<file path="src/rtl/mem_access_unit_pkg.sv">
// Shared defines for the MEM stage: one-hot aluop codes, bus macros, FSM state and op encodings.
`ifndef MEM_ACCESS_UNIT_DEFS
`define MEM_ACCESS_UNIT_DEFS
`define ALUOP_ONEHOTBUS 7:0
`define REGBUS 31:0
`define ZEROWORD 32'h0000_0000
`endif

package mem_access_unit_pkg;

    localparam logic [`ALUOP_ONEHOTBUS] aluoplb  = 8'b0000_0001;
    localparam logic [`ALUOP_ONEHOTBUS] aluoplbu = 8'b0000_0010;
    localparam logic [`ALUOP_ONEHOTBUS] aluoplh  = 8'b0000_0100;
    localparam logic [`ALUOP_ONEHOTBUS] aluoplhu = 8'b0000_1000;
    localparam logic [`ALUOP_ONEHOTBUS] aluoplw  = 8'b0001_0000;
    localparam logic [`ALUOP_ONEHOTBUS] aluopsb  = 8'b0010_0000;
    localparam logic [`ALUOP_ONEHOTBUS] aluopsh  = 8'b0100_0000;
    localparam logic [`ALUOP_ONEHOTBUS] aluopsw  = 8'b1000_0000;

    typedef enum logic [1:0] {
        MEM_IDLE   = 2'd0,
        MEM_ACCESS = 2'd1,
        MEM_DONE   = 2'd2
    } mem_state_t;

    // Compact internal form of the memory op, decoded once from the one-hot bus.
    typedef enum logic [3:0] {
        OP_NONE, OP_LB, OP_LBU, OP_LH, OP_LHU, OP_LW, OP_SB, OP_SH, OP_SW
    } mem_op_t;

    function automatic logic op_is_load(input mem_op_t op);
        return (op == OP_LB) || (op == OP_LBU) || (op == OP_LH) ||
               (op == OP_LHU) || (op == OP_LW);
    endfunction

    function automatic logic op_is_store(input mem_op_t op);
        return (op == OP_SB) || (op == OP_SH) || (op == OP_SW);
    endfunction

    function automatic logic op_misaligned(input mem_op_t op, input logic [1:0] a);
        logic half_op;
        logic word_op;
        half_op = (op == OP_LH) || (op == OP_LHU) || (op == OP_SH);
        word_op = (op == OP_LW) || (op == OP_SW);
        return (half_op && a[0]) || (word_op && (a != 2'b00));
    endfunction

endpackage

</file>
<file path="src/rtl/mem_lane_align.sv">
// Byte-lane steering: store lane enables/replication and load byte/halfword extraction with extension.
module mem_lane_align
    import mem_access_unit_pkg::*;
(
    input  mem_op_t     op,
    input  logic [1:0]  a,
    input  logic [31:0] rt,
    input  logic [31:0] rdata,
    output logic [3:0]  sel,
    output logic [31:0] wdata,
    output logic [31:0] load_data
);

    logic [7:0]  rbyte [4];
    logic [7:0]  byte_v;
    logic [15:0] half_v;

    for (genvar gi = 0; gi < 4; gi++) begin : g_rbyte
        assign rbyte[gi] = rdata[8*gi +: 8];
    end

    assign byte_v = rbyte[a];
    assign half_v = a[1] ? rdata[31:16] : rdata[15:0];

    always_comb begin
        sel   = 4'b1111;
        wdata = `ZEROWORD;
        case (op)
            OP_SB: begin
                sel   = 4'b0001 << a;
                wdata = {4{rt[7:0]}};
            end
            OP_SH: begin
                sel   = a[1] ? 4'b1100 : 4'b0011;
                wdata = {2{rt[15:0]}};
            end
            OP_SW:   wdata = rt;
            default: ;
        endcase
    end

    always_comb begin
        load_data = `ZEROWORD;
        case (op)
            OP_LB:   load_data = {{24{byte_v[7]}}, byte_v};
            OP_LBU:  load_data = {24'h0, byte_v};
            OP_LH:   load_data = {{16{half_v[15]}}, half_v};
            OP_LHU:  load_data = {16'h0, half_v};
            OP_LW:   load_data = rdata;
            default: ;
        endcase
    end

endmodule

</file>
<file path="src/rtl/mem_access_unit.sv">
// MEM-stage load/store unit: req/ack data-memory FSM with stall, timeout and write-back/forward data.
// Optional misalignment exception (align_exc port) is built when MEM_ALIGN_EXC_EN is defined.
module mem_access_unit
    import mem_access_unit_pkg::*;
#(
    parameter int ALUOP_W  = 8,
    parameter int WAIT_MAX = 16
)(
    input  logic               clk,
    input  logic               rst,
    input  logic [ALUOP_W-1:0] aluop_i,
    input  logic [`REGBUS]     mem_addr_i,
    input  logic [`REGBUS]     reg2_i,
    input  logic [`REGBUS]     alu_result_i,
    input  logic [4:0]         wd_i,
    input  logic               wreg_i,
    output logic               dm_req,
    output logic               dm_we,
    output logic [3:0]         dm_sel,
    output logic [`REGBUS]     dm_addr,
    output logic [`REGBUS]     dm_wdata,
    input  logic               dm_ack,
    input  logic [`REGBUS]     dm_rdata,
    output logic               stall_req,
    output logic [`REGBUS]     wdata_o,
    output logic [4:0]         wd_o,
    output logic               wreg_o,
    output logic               bus_err
`ifdef MEM_ALIGN_EXC_EN
    ,
    output logic               align_exc
`endif
);

    localparam int CNT_W = (WAIT_MAX > 1) ? $clog2(WAIT_MAX) : 1;

    mem_state_t       state_reg;
    mem_op_t          op_in;
    mem_op_t          op_reg;
    mem_op_t          op_cur;
    logic [1:0]       a_reg;
    logic [1:0]       a_cur;
    logic [4:0]       wd_reg;
    logic [`REGBUS]   rdata_reg;
    logic [CNT_W-1:0] wait_cnt_reg;
    logic             dm_req_reg;
    logic             dm_we_reg;
    logic [3:0]       dm_sel_reg;
    logic [`REGBUS]   dm_addr_reg;
    logic [`REGBUS]   dm_wdata_reg;
    logic             bus_err_reg;
    logic             is_mem;
    logic             align_fault;
    logic             start;
    logic [3:0]       lane_sel;
    logic [`REGBUS]   lane_wdata;
    logic [`REGBUS]   load_data;

    always_comb begin
        op_in = OP_NONE;
        if      (aluop_i == ALUOP_W'(aluoplb))  op_in = OP_LB;
        else if (aluop_i == ALUOP_W'(aluoplbu)) op_in = OP_LBU;
        else if (aluop_i == ALUOP_W'(aluoplh))  op_in = OP_LH;
        else if (aluop_i == ALUOP_W'(aluoplhu)) op_in = OP_LHU;
        else if (aluop_i == ALUOP_W'(aluoplw))  op_in = OP_LW;
        else if (aluop_i == ALUOP_W'(aluopsb))  op_in = OP_SB;
        else if (aluop_i == ALUOP_W'(aluopsh))  op_in = OP_SH;
        else if (aluop_i == ALUOP_W'(aluopsw))  op_in = OP_SW;
    end

    assign is_mem = (op_in != OP_NONE);

`ifdef MEM_ALIGN_EXC_EN
    assign align_fault = is_mem && op_misaligned(op_in, mem_addr_i[1:0]);
    assign align_exc   = (state_reg == MEM_IDLE) && align_fault;
`else
    assign align_fault = 1'b0;
`endif

    assign start = (state_reg == MEM_IDLE) && is_mem && !align_fault;

    // Lane steering uses the live op in IDLE (to latch store lanes) and the latched op afterwards (load extension).
    assign op_cur = (state_reg == MEM_IDLE) ? op_in : op_reg;
    assign a_cur  = (state_reg == MEM_IDLE) ? mem_addr_i[1:0] : a_reg;

    mem_lane_align u_lane (
        .op        (op_cur),
        .a         (a_cur),
        .rt        (reg2_i),
        .rdata     (dm_rdata),
        .sel       (lane_sel),
        .wdata     (lane_wdata),
        .load_data (load_data)
    );

    always_ff @(posedge clk) begin
        if (rst) begin
            state_reg    <= MEM_IDLE;
            op_reg       <= OP_NONE;
            a_reg        <= 2'b00;
            wd_reg       <= 5'd0;
            rdata_reg    <= `ZEROWORD;
            wait_cnt_reg <= '0;
            dm_req_reg   <= 1'b0;
            dm_we_reg    <= 1'b0;
            dm_sel_reg   <= 4'b0000;
            dm_addr_reg  <= `ZEROWORD;
            dm_wdata_reg <= `ZEROWORD;
            bus_err_reg  <= 1'b0;
        end else begin
            case (state_reg)
                MEM_IDLE: begin
                    if (start) begin
                        state_reg    <= MEM_ACCESS;
                        op_reg       <= op_in;
                        a_reg        <= mem_addr_i[1:0];
                        wd_reg       <= wd_i;
                        wait_cnt_reg <= '0;
                        dm_req_reg   <= 1'b1;
                        dm_we_reg    <= op_is_store(op_in);
                        dm_sel_reg   <= lane_sel;
                        dm_addr_reg  <= {mem_addr_i[31:2], 2'b00};
                        dm_wdata_reg <= lane_wdata;
                    end
                end
                MEM_ACCESS: begin
                    wait_cnt_reg <= wait_cnt_reg + 1'b1;
                    if (dm_ack) begin
                        rdata_reg  <= load_data;
                        dm_req_reg <= 1'b0;
                        state_reg  <= MEM_DONE;
                    end else if (wait_cnt_reg == CNT_W'(WAIT_MAX - 1)) begin
                        rdata_reg   <= `ZEROWORD;
                        bus_err_reg <= 1'b1;
                        dm_req_reg  <= 1'b0;
                        state_reg   <= MEM_DONE;
                    end
                end
                MEM_DONE: state_reg <= MEM_IDLE;
                default:  state_reg <= MEM_IDLE;
            endcase
        end
    end

    always_comb begin
        stall_req = 1'b0;
        wdata_o   = `ZEROWORD;
        wd_o      = 5'd0;
        wreg_o    = 1'b0;
        case (state_reg)
            MEM_IDLE: begin
                wd_o = wd_i;
                if (is_mem) begin
                    stall_req = !align_fault;
                end else begin
                    wdata_o = alu_result_i;
                    wreg_o  = wreg_i;
                end
            end
            MEM_ACCESS: begin
                stall_req = 1'b1;
                wd_o      = wd_reg;
            end
            MEM_DONE: begin
                wdata_o = rdata_reg;
                wd_o    = wd_reg;
                wreg_o  = op_is_load(op_reg);
            end
            default: ;
        endcase
    end

    assign dm_req   = dm_req_reg;
    assign dm_we    = dm_we_reg;
    assign dm_sel   = dm_sel_reg;
    assign dm_addr  = dm_addr_reg;
    assign dm_wdata = dm_wdata_reg;
    assign bus_err  = bus_err_reg;

endmodule

</file>
<file path="config.mk">
export PLATFORM = sky130hd
export DESIGN_NAME = mem_access_unit
export DESIGN_NICKNAME = d
export VERILOG_FILES = /design/src/rtl/mem_access_unit_pkg.sv /design/src/rtl/mem_lane_align.sv /design/src/rtl/mem_access_unit.sv
export SDC_FILE = /design/constraint.sdc
export NUM_CORES = 1
export LEC_CHECK = 0
export CAP_MARGIN = 20
export CORE_ASPECT_RATIO = 0.6
export CORE_MARGIN = 2
export CORE_UTILIZATION = 35
export CTS_BUF_LIST = sky130_fd_sc_hd__clkbuf_8
export DETAILED_ROUTE_END_ITERATION = 6
export HOLD_SLACK_MARGIN = 0.12
export PLACE_DENSITY = 0.7
export RECOVER_POWER = 25
export SKIP_LAST_GASP = 1
export SYNTH_ARGS = -nofsm -noshare
export SYNTH_HDL_FRONTEND = slang
export SYNTH_HIERARCHICAL = 1
export SYNTH_SLANG_ARGS = --single-unit
export TNS_END_PERCENT = 100
</file>
<file path="constraint.sdc">
create_clock -name clk -period 3.28 [get_ports clk]
set_clock_uncertainty 0.2 [all_clocks]
set_input_delay 0.656 -clock clk [delete_from_list [all_inputs] [get_ports clk]]
set_output_delay 0.656 -clock clk [all_outputs]
set_load 0.05 [all_outputs]
</file>
# Yosys cells after proc, flatten, opt, wreduce, memory -nomap -nowiden
# Index checks and enable logic that the tools add are counted.
[word_totals]
out_inout_bits = 110
elab_cells = 101
ram_bits = 0
in_bits = 145
mem_bits_ro = 0
regBits = 118
latchBits = 0
memories = 0
[classes]
muxes = 37
n_eq_ne = 29
order_cmp = 1
bitwise = 2
div = 0
add_sub_neg = 1
shift = 1
n_reduce_logical = 18
mul = 0
[op_table]
columns = ["op", "count"]
rows = [
  ["case mux 32 bit (5 select lines)", 1],
  ["two-way mux 32 bit", 3],
  ["case mux 32 bit (3 select lines)", 1],
  ["case mux 32 bit (2 select lines)", 1],
  ["two-way mux 4 bit", 11],
  ["equality test 4 x 3 -> 1 bit, second input constant", 8],
  ["binary-select mux 8 bit (select 2 bit)", 1],
  ["equality test 4 x 2 -> 1 bit, second input constant", 4],
  ["two-way mux 16 bit", 1],
  ["two-way mux 8 bit", 2],
  ["case mux 4 bit (2 select lines)", 2],
  ["equality test 4 bit, second input constant", 3],
  ["case mux 5 bit (2 select lines)", 1],
  ["equality test 4 x 1 -> 1 bit, second input constant", 2],
  ["equality test 8 x 1 -> 1 bit, second input constant", 1],
  ["equality test 8 x 2 -> 1 bit, second input constant", 1],
  ["equality test 8 x 3 -> 1 bit, second input constant", 1],
  ["equality test 8 x 4 -> 1 bit, second input constant", 1],
  ["equality test 8 x 5 -> 1 bit, second input constant", 1],
  ["equality test 8 x 6 -> 1 bit, second input constant", 1],
  ["equality test 8 x 7 -> 1 bit, second input constant", 1],
  ["equality test 8 bit, second input constant", 1],
  ["two-way mux 2 bit", 4],
  ["AND reduction 2 bit", 4],
  ["19 further kinds", 32],
]

# Longest topological paths before layout
# Gate-level depths: netlist (run 1).
[depth]
ltp_word = 13
mapped_depth = 14
depth_no_buf = 11

# Cells and area by module
# The synthesis (run 1) kept the hierarchy.
[modules_own_cells]
columns = ["module", "n_inst", "cells_per_inst", "area_each_um2"]
rows = [
  ["mem_access_unit", 1, 527, 4987.3],
  ["mem_lane_align", 1, 160, 1168.6],
]

# Worst setup path before layout (run 1)
# No wires, ideal clock.
[synth_timing]
kind = "input-to-output"
start = "in aluop_i[6]"
end = "out wdata_o[0]"
path_stages = 8
path_slack_ns = -0.082
path_buffers = 3
t_arrival_ns = 2.506
path_cell_list = "buf_4 -> xor2_1 -> o211ai_1 -> a2111oi_4 -> nor4_1 -> buf_2 -> buf_2 -> a22o_1"
[synth_between]
elab_chain_cells = 12
word_cells_on_any_way = 19
classes_between = "8 x eq/ne; 10 x mux; 1 x reduce/logical"
[synth_lines]
columns = ["element", "line_no", "rtl"]
rows = [
  ["start, declared", "mem_access_unit.sv:11", "input logic [ALUOP_W-1:0] aluop_i,"],
  ["equality test 8 bit", "mem_access_unit.sv:68", "else if (aluop_i == ALUOP_W'(aluopsw)) op_in = OP_SW;"],
  ["two-way mux 4 bit", "mem_access_unit.sv:68", ""],
  ["two-way mux 4 bit", "mem_access_unit.sv:67", "else if (aluop_i == ALUOP_W'(aluopsh)) op_in = OP_SH;"],
  ["two-way mux 4 bit", "mem_access_unit.sv:66", "else if (aluop_i == ALUOP_W'(aluopsb)) op_in = OP_SB;"],
  ["two-way mux 4 bit", "mem_access_unit.sv:65", "else if (aluop_i == ALUOP_W'(aluoplw)) op_in = OP_LW;"],
  ["two-way mux 4 bit", "mem_access_unit.sv:64", "else if (aluop_i == ALUOP_W'(aluoplhu)) op_in = OP_LHU;"],
  ["two-way mux 4 bit", "mem_access_unit.sv:63", "else if (aluop_i == ALUOP_W'(aluoplh)) op_in = OP_LH;"],
  ["two-way mux 4 bit", "mem_access_unit.sv:62", "else if (aluop_i == ALUOP_W'(aluoplbu)) op_in = OP_LBU;"],
  ["two-way mux 4 bit *", "mem_access_unit.sv:61", "if (aluop_i == ALUOP_W'(aluoplb)) op_in = OP_LB;"],
  ["nonzero test 4 bit *", "mem_access_unit.sv:71", "assign is_mem = (op_in != OP_NONE);"],
  ["two-way mux 32 bit *", "mem_access_unit.sv:153", "if (is_mem) begin"],
  ["case mux 32 bit (2 select lines) *", "mem_access_unit.sv:150", "case (state_reg)"],
  ["end, declared", "mem_access_unit.sv:25", "output logic [`REGBUS] wdata_o,"],
]
# Mark *: on every way between the ends. The rest lies on a longest branch, timed or not.

# Final worst setup path (run 1)
[layout_timing]
start = "in aluop_i[6]"
end = "out wreg_o"
[layout_between]
elab_chain_cells = 12
word_cells_on_any_way = 19
classes_between = "8 x eq/ne; 10 x mux; 1 x reduce/logical"
[layout_lines]
columns = ["element", "line_no", "rtl"]
rows = [
  ["equality test 8 bit", "mem_access_unit.sv:68", ""],
  ["two-way mux 4 bit", "mem_access_unit.sv:68", ""],
  ["two-way mux 4 bit", "mem_access_unit.sv:67", ""],
  ["two-way mux 4 bit", "mem_access_unit.sv:66", ""],
  ["two-way mux 4 bit", "mem_access_unit.sv:65", ""],
  ["two-way mux 4 bit", "mem_access_unit.sv:64", ""],
  ["two-way mux 4 bit", "mem_access_unit.sv:63", ""],
  ["two-way mux 4 bit", "mem_access_unit.sv:62", ""],
  ["two-way mux 4 bit *", "mem_access_unit.sv:61", ""],
  ["nonzero test 4 bit *", "mem_access_unit.sv:71", ""],
  ["two-way mux 1 bit *", "mem_access_unit.sv:153", ""],
  ["case mux 1 bit (2 select lines) *", "mem_access_unit.sv:150", ""],
  ["end, declared", "mem_access_unit.sv:27", "output logic wreg_o,"],
]
# Marks and branches as above.

==> results.cfg, run 1 <==
[status]
status = finished with violations
violations = setup timing

[drt]
drtAntennaViolNets = 0
routed_wl_um = 22650
first_pass_iters = 5
via_count = 6487
wire_per_inst_um = 18.66
drt_iter0_drc = 658
drc = 0
post_drt_via_cell_ratio = 5.343

[yosys]
yosys_warnings = 6
ys_ff_latch = 118
async_reset_ff_frac = 0
synth_top_area_cell = dfxtp_1
synth.top_cell.area_share = 0.3837
synth_edf_count = 0
synth_cells = 687
netlist_top_cells_count = 123 x nor2_1, 118 x dfxtp_1, 76 x mux2i_1
ys.flop_type = dfxtp_1
synth_area_per_cell_um2 = 8.961
synth_seq_area_share = 0.3837
synthTopCellsByArea = dfxtp_1 38%, mux2i_1 12%, nor2_1 7.5%
synth_area_um2 = 6156
yosysMostFrequentCell = nor2_1
ys_types = 57

[clock_tree]
cts.path.max_buffers = 2
htreeDepth = 4
hold_buffers = 0
clk_pin_slew_ns = 0.07
cts_tree = done
numCtsBuffers = 17
cts_root_buf = clkbuf_8
clock_latency_ns = 0.43
cts_num_sinks = 118

[min_path]
hold_start = dm_we
hold-path-endpoint = dm_we
min_path_type = register to register
holdPathStages = 2

[power_and_ir_drop]
peakVddDrop_uv = 266.2
p_per_area_nw_per_um2 = 400.2
power.leakage_nw = 4.577

[sta]
finalSetupViolCount = 20
tightest_slew_ns = 0.6982
period_share = 1.027
max_clock_freq_mhz = 296.8
hold_viol = 0
slew_headroom = 0.5345
maxSlewViolCount = 0
fin_crit_ns = 3.369
rsz0062_at_grt = yes
setup_slack_ns = -0.08885
fin_tns_setup_ns = -0.8394
hold_ws_ns = 0.2525

[critical_path]
path_cells = buf_8 -> buf_6 -> xor2_2 -> o211ai_1 -> a2111oi_4 -> nor4_4 -> buf_6 -> buf_12 -> a32o_2 -> buf_6
cpMaxStageDelayCell = a2111oi_4
cpMostUsedCell = buf_6
rrSetupSlack_ns = 0.19
critical_path_class = input port to output pin
critPathArrivalTime_ns = 2.51
cp.required_ns = 2.42
critPathCaptureType = output pin
crit_fanout = 8
reg2reg_from = state_reg[1]
reg2reg_depth = 11
r2r_end = rdata_reg[12]
start_kind = input port
critPathMaxStageDelay_ns = 0.49

[grt]
grt_pass1_wl_um = 34760
grt_max_degree = 57
grt_pass1_vias = 6201
antenna_found_initial = 0
gr-total-overflow = 0
grt_usage = 0.2381

[die]
ios = 255
fp.dieH_um = 106.7
core_area_um2 = 17180
dieArea_um2 = 18700
initial_core_util = 0.3584
rows = 37
fp.dieW_um = 175.2

[layout]
diodes = 0
register_area_um2 = 2362
postLayoutCellArea_um2 = 10140
syn_to_final_growth_pct = 64.67
final_nets = 1117
multi_input_area_um2 = 3612
n_fill_cell = 1479
drive_above_1_share = 0.2020

[placed_design]
place_area_um2 = 9273
port_buffers = 252
hpwl_um = 16230
gp_congestion = 0.8591
dp_slack_ns = -0.7370

[job]
max_cap_viol_count = 0
where the power goes:
part           switching (mW)  leakage, nW  internal (mW)  total [mW]
Sequential             0.0129        0.952           1.45        1.47
Combinational           0.618         3.42          0.551        1.17
Clock                   0.704        0.201          0.719        1.42
Total                    1.33         4.58           2.72        4.06
how the worst max path moves through the flow:
stage	startpoint	endpoint
floorplan	aluop_i[6]	wdata_o[0]
global placement	aluop_i[5]	rdata_reg[0]
detailed placement	aluop_i[2]	rdata_reg[5]
CTS	aluop_i[7]	wdata_o[21]
global route	aluop_i[6]	wreg_o
finish	aluop_i[6]	wreg_o
logic make-up after synthesis:
kind of cell / after synthesis / share of synthesized area
simple gates: 229 / 0.1711
fa+ha+maj: 5 / 0.01016
xor+xnor: 5 / 0.007113
mux: 88 / 0.1583
compound gates: 159 / 0.2081
buf+inv: 82 / 0.06077
other cells: 1 / 0.0006092
flops: 118 / 0.3837
layout make-up:
class                           count  area share
Multi-Input combinational cell    488      0.3563
Timing Repair Buffer              323      0.3339
Sequential cell                   118      0.2330
Tap cell                          234     0.02888
Clock buffer                       18     0.02444
Clock inverter                     14     0.01642
Inverter                           19    0.007035
metrics by stage:
| step | power (mW) | utilization | std cells |
|---|---|---|---|
| CTS | 4.071 | 0.5831 | 1209 |
| floorplan | 2.046 | - | 688 |
| detailed placement | 2.531 | 0.5399 | 1163 |
| global route | 4.209 | 0.5902 | 1214 |
| global placement | 2.527 | 0.5399 | 1163 |
| finish | 4.057 | 0.5902 | 1214 |
per-layer routing:
| metal | global-route usage | wire length [um] | vias up |
|---|---|---|---|
| li1 | - | - | 3070 |
| met5 | 0 | 0 | - |
| met2 | 0.3394 | 9517 | 312 |
| met1 | 0.3347 | 10550 | 3081 |
| met3 | 0.08723 | 2279 | 24 |
| met4 | 0.06607 | 307 | 0 |
layout by cell type, fill, tap and decap left out, types with 5 or more instances in the layout:
cell type / instances
a22oi_1: 37
buf_4: 55
a21oi_1: 12
a22o_4: 5
a222oi_1: 8
and2_1: 10
dfxtp_1: 118
mux4_2: 7
clkbuf_8: 18
a221o_1: 15
nand3_1: 18
o21ai_0: 10
nand2_1: 30
clkdlybuf4s50_1: 204
buf_6: 31
nor2_1: 121
nor2b_1: 5
mux2i_1: 76
buf_12: 22
and3_1: 9
inv_1: 18
nand2b_1: 5
buf_2: 5
a22o_1: 43
mux2_2: 5
worst max-delay path: cells and delay by family:
kind | cells | cell delay, ns
AOI/OAI and AO/OA | 3 | 0.88
and+or+nand+nor | 1 | 0.10
xor gates and xnor gates | 1 | 0.18
buffers and inverters | 5 | 0.69
what timing repair did:
item	in CTS	in global routing
setup endpoints to repair	58	57
resized for setup	77	29
cloned	4	0
pin swaps	21	19
setup buffers	10	5
endpoints found under the hold margin	0	0
(Power assumes the default switching activity.)
==> run 2: changes to the inputs <==
Settings changed: PLACE_DENSITY 0.7 to 0.69.
==> results.cfg, run 2 (synthesis results as in run 1) <==
[status]
status = finished with violations
violations = setup timing

[critical_path]
critPathCapture = wdata_o[4]
critPathCaptureType = output pin
startpoint = aluop_i[3]
reg2reg_from = state_reg[0]
critPathArrivalTime_ns = 2.81
critical_path_class = input port to output pin
r2r_end = dm_wdata[31]
rrSetupSlack_ns = 0.25
cpMostUsedCell = buf_4
path_cells = clkdlybuf4s50_1 -> buf_4 -> nor3_1 -> o21ai_1 -> buf_4 -> a2111oi_4 -> nor4_4 -> buf_4 -> clkbuf_16 -> a22o_1 -> buf_6
reg2reg_depth = 13
start_kind = input port
cpMaxStageDelayCell = a2111oi_4
crit_fanout = 16
cp.required_ns = 2.42
critPathMaxStageDelay_ns = 0.43

[power_and_ir_drop]
power.leakage_nw = 4.561
peakVddDrop_uv = 217.6
finalPower_mw = 4.038
p_per_area_nw_per_um2 = 405.1

[layout]
layout_common_cells = 206 x clkdlybuf4s50_1, 123 x nor2_1, 118 x dfxtp_1
diodes = 0
syn_to_final_growth_pct = 61.93
final_nets = 1116
multi_input_area_um2 = 3500
drive_above_1_share = 0.1777
n_fill_cell = 1532
register_area_um2 = 2362
final_common_cell = clkdlybuf4s50_1

[grt]
gr-total-overflow = 0
grt_max_degree = 44
antenna_found_initial = 0
grt_pass1_wl_um = 32880
grt_pass1_vias = 5817
grt_usage = 0.2237

[clock_tree]
cts.path.max_buffers = 2
hold_buffers = 0
htreeDepth = 4
clock_latency_ns = 0.43
cts_root_buf = clkbuf_8
cts_tree = done
cts_num_sinks = 118
numCtsBuffers = 17
clk_pin_slew_ns = 0.08

[placed_design]
gp_congestion = 0.8809
hpwl_um = 16000
port_buffers = 252

[sta]
fin_crit_ns = 3.665
rsz0062_at_grt = yes
fin_tns_setup_ns = -12.87
slew_headroom = 0.5907
period_share = 1.118
hold_viol = 0
tightest_slew_ns = 0.6117
maxSlewViolCount = 0
setup_slack_ns = -0.3854
max_clock_freq_mhz = 272.8
finalSetupViolCount = 43

[die]
dieArea_um2 = 18700
fp.dieH_um = 106.7
initial_core_util = 0.3584
ios = 255
fp.dieW_um = 175.2
core_area_um2 = 17180
rows = 37

[drt]
first_pass_iters = 5
drtAntennaViolNets = 0
drc = 0
drt_iter0_drc = 466
post_drt_via_cell_ratio = 5.238
via_count = 6354
wire_per_inst_um = 18.02
routed_wl_um = 21850

[min_path]
min_path_type = register to register

[job]
max_cap_viol_count = 0
-- run 2: worst min-delay path by stage --
stage,start,to,cells past startpoint
2_1_floorplan,op_reg[3],op_reg[3],2
3_3_place_gp,op_reg[3],op_reg[3],2
3_5_place_dp,op_reg[3],op_reg[3],2
4_1_cts,dm_we,dm_we,2
5_1_grt,op_reg[3],op_reg[3],2
6_report,dm_we,dm_we,2
-- run 2: layout make-up --
type / count / area share
multi-input combinational: 488 / 0.3511
inverter: 19 / 0.007155
tap: 234 / 0.02937
clock buffer: 18 / 0.02485
clock inverter: 14 / 0.01883
sequential: 118 / 0.2370
timing repair buffer: 322 / 0.3317
-- run 2: timing repair --
action,in CTS,in global routing
endpoints found under the setup margin,89,96
pin swaps,0,7
hold endpoints to repair,0,0
gates cloned,0,1
buffers inserted,0,9
gates resized for setup,1,53
-- run 2: metal layers --
metal  wire length [um]  up-vias  GRT usage
met5                  0        -          0
met4                155        0    0.04405
met3               1636       11    0.06241
met2               9098      244     0.3113
met1              10960     3028     0.3391
li1                   -     3071          -
-- run 2: critical path: cells and delay by family --
kind | cells | cell delay (ns)
AO/OA/AOI/OAI | 3 | 0.74
buffers and inverters | 6 | 1.23
AND/OR/NAND/NOR | 2 | 0.17
-- run 2: power breakdown --
group | internal (mW) | switching (mW) | total, mW
combinational | 0.485 | 0.582 | 1.07
sequential | 1.45 | 0.0128 | 1.47
clock | 0.795 | 0.710 | 1.51
-- run 2: stage by stage --
| stage | cells | setup WS, ns | area [um2] | hold WS, ns | util |
|---|---|---|---|---|---|
| final | 1213 | -0.3854 | 9968 | 0.2685 | 0.5804 |
| after global routing | 1213 | -0.4630 | 9968 | 0.3048 | 0.5804 |
| after CTS | 1203 | -0.4343 | 9677 | 0.2687 | 0.5634 |
| after detailed placement | 1171 | -0.7440 | 9233 | 0.2555 | 0.5376 |
| after global placement | 1171 | -0.7099 | 9233 | 0.2462 | 0.5376 |
| after floorplan | 688 | -0.08191 | 6177 | 0.2363 | - |
==> run 3: changes to the inputs <==
Settings changed: RECOVER_POWER 25 to unset.
==> results of run 3 <==
No change in the layout: final DEF, timing and power equal those of run 2.
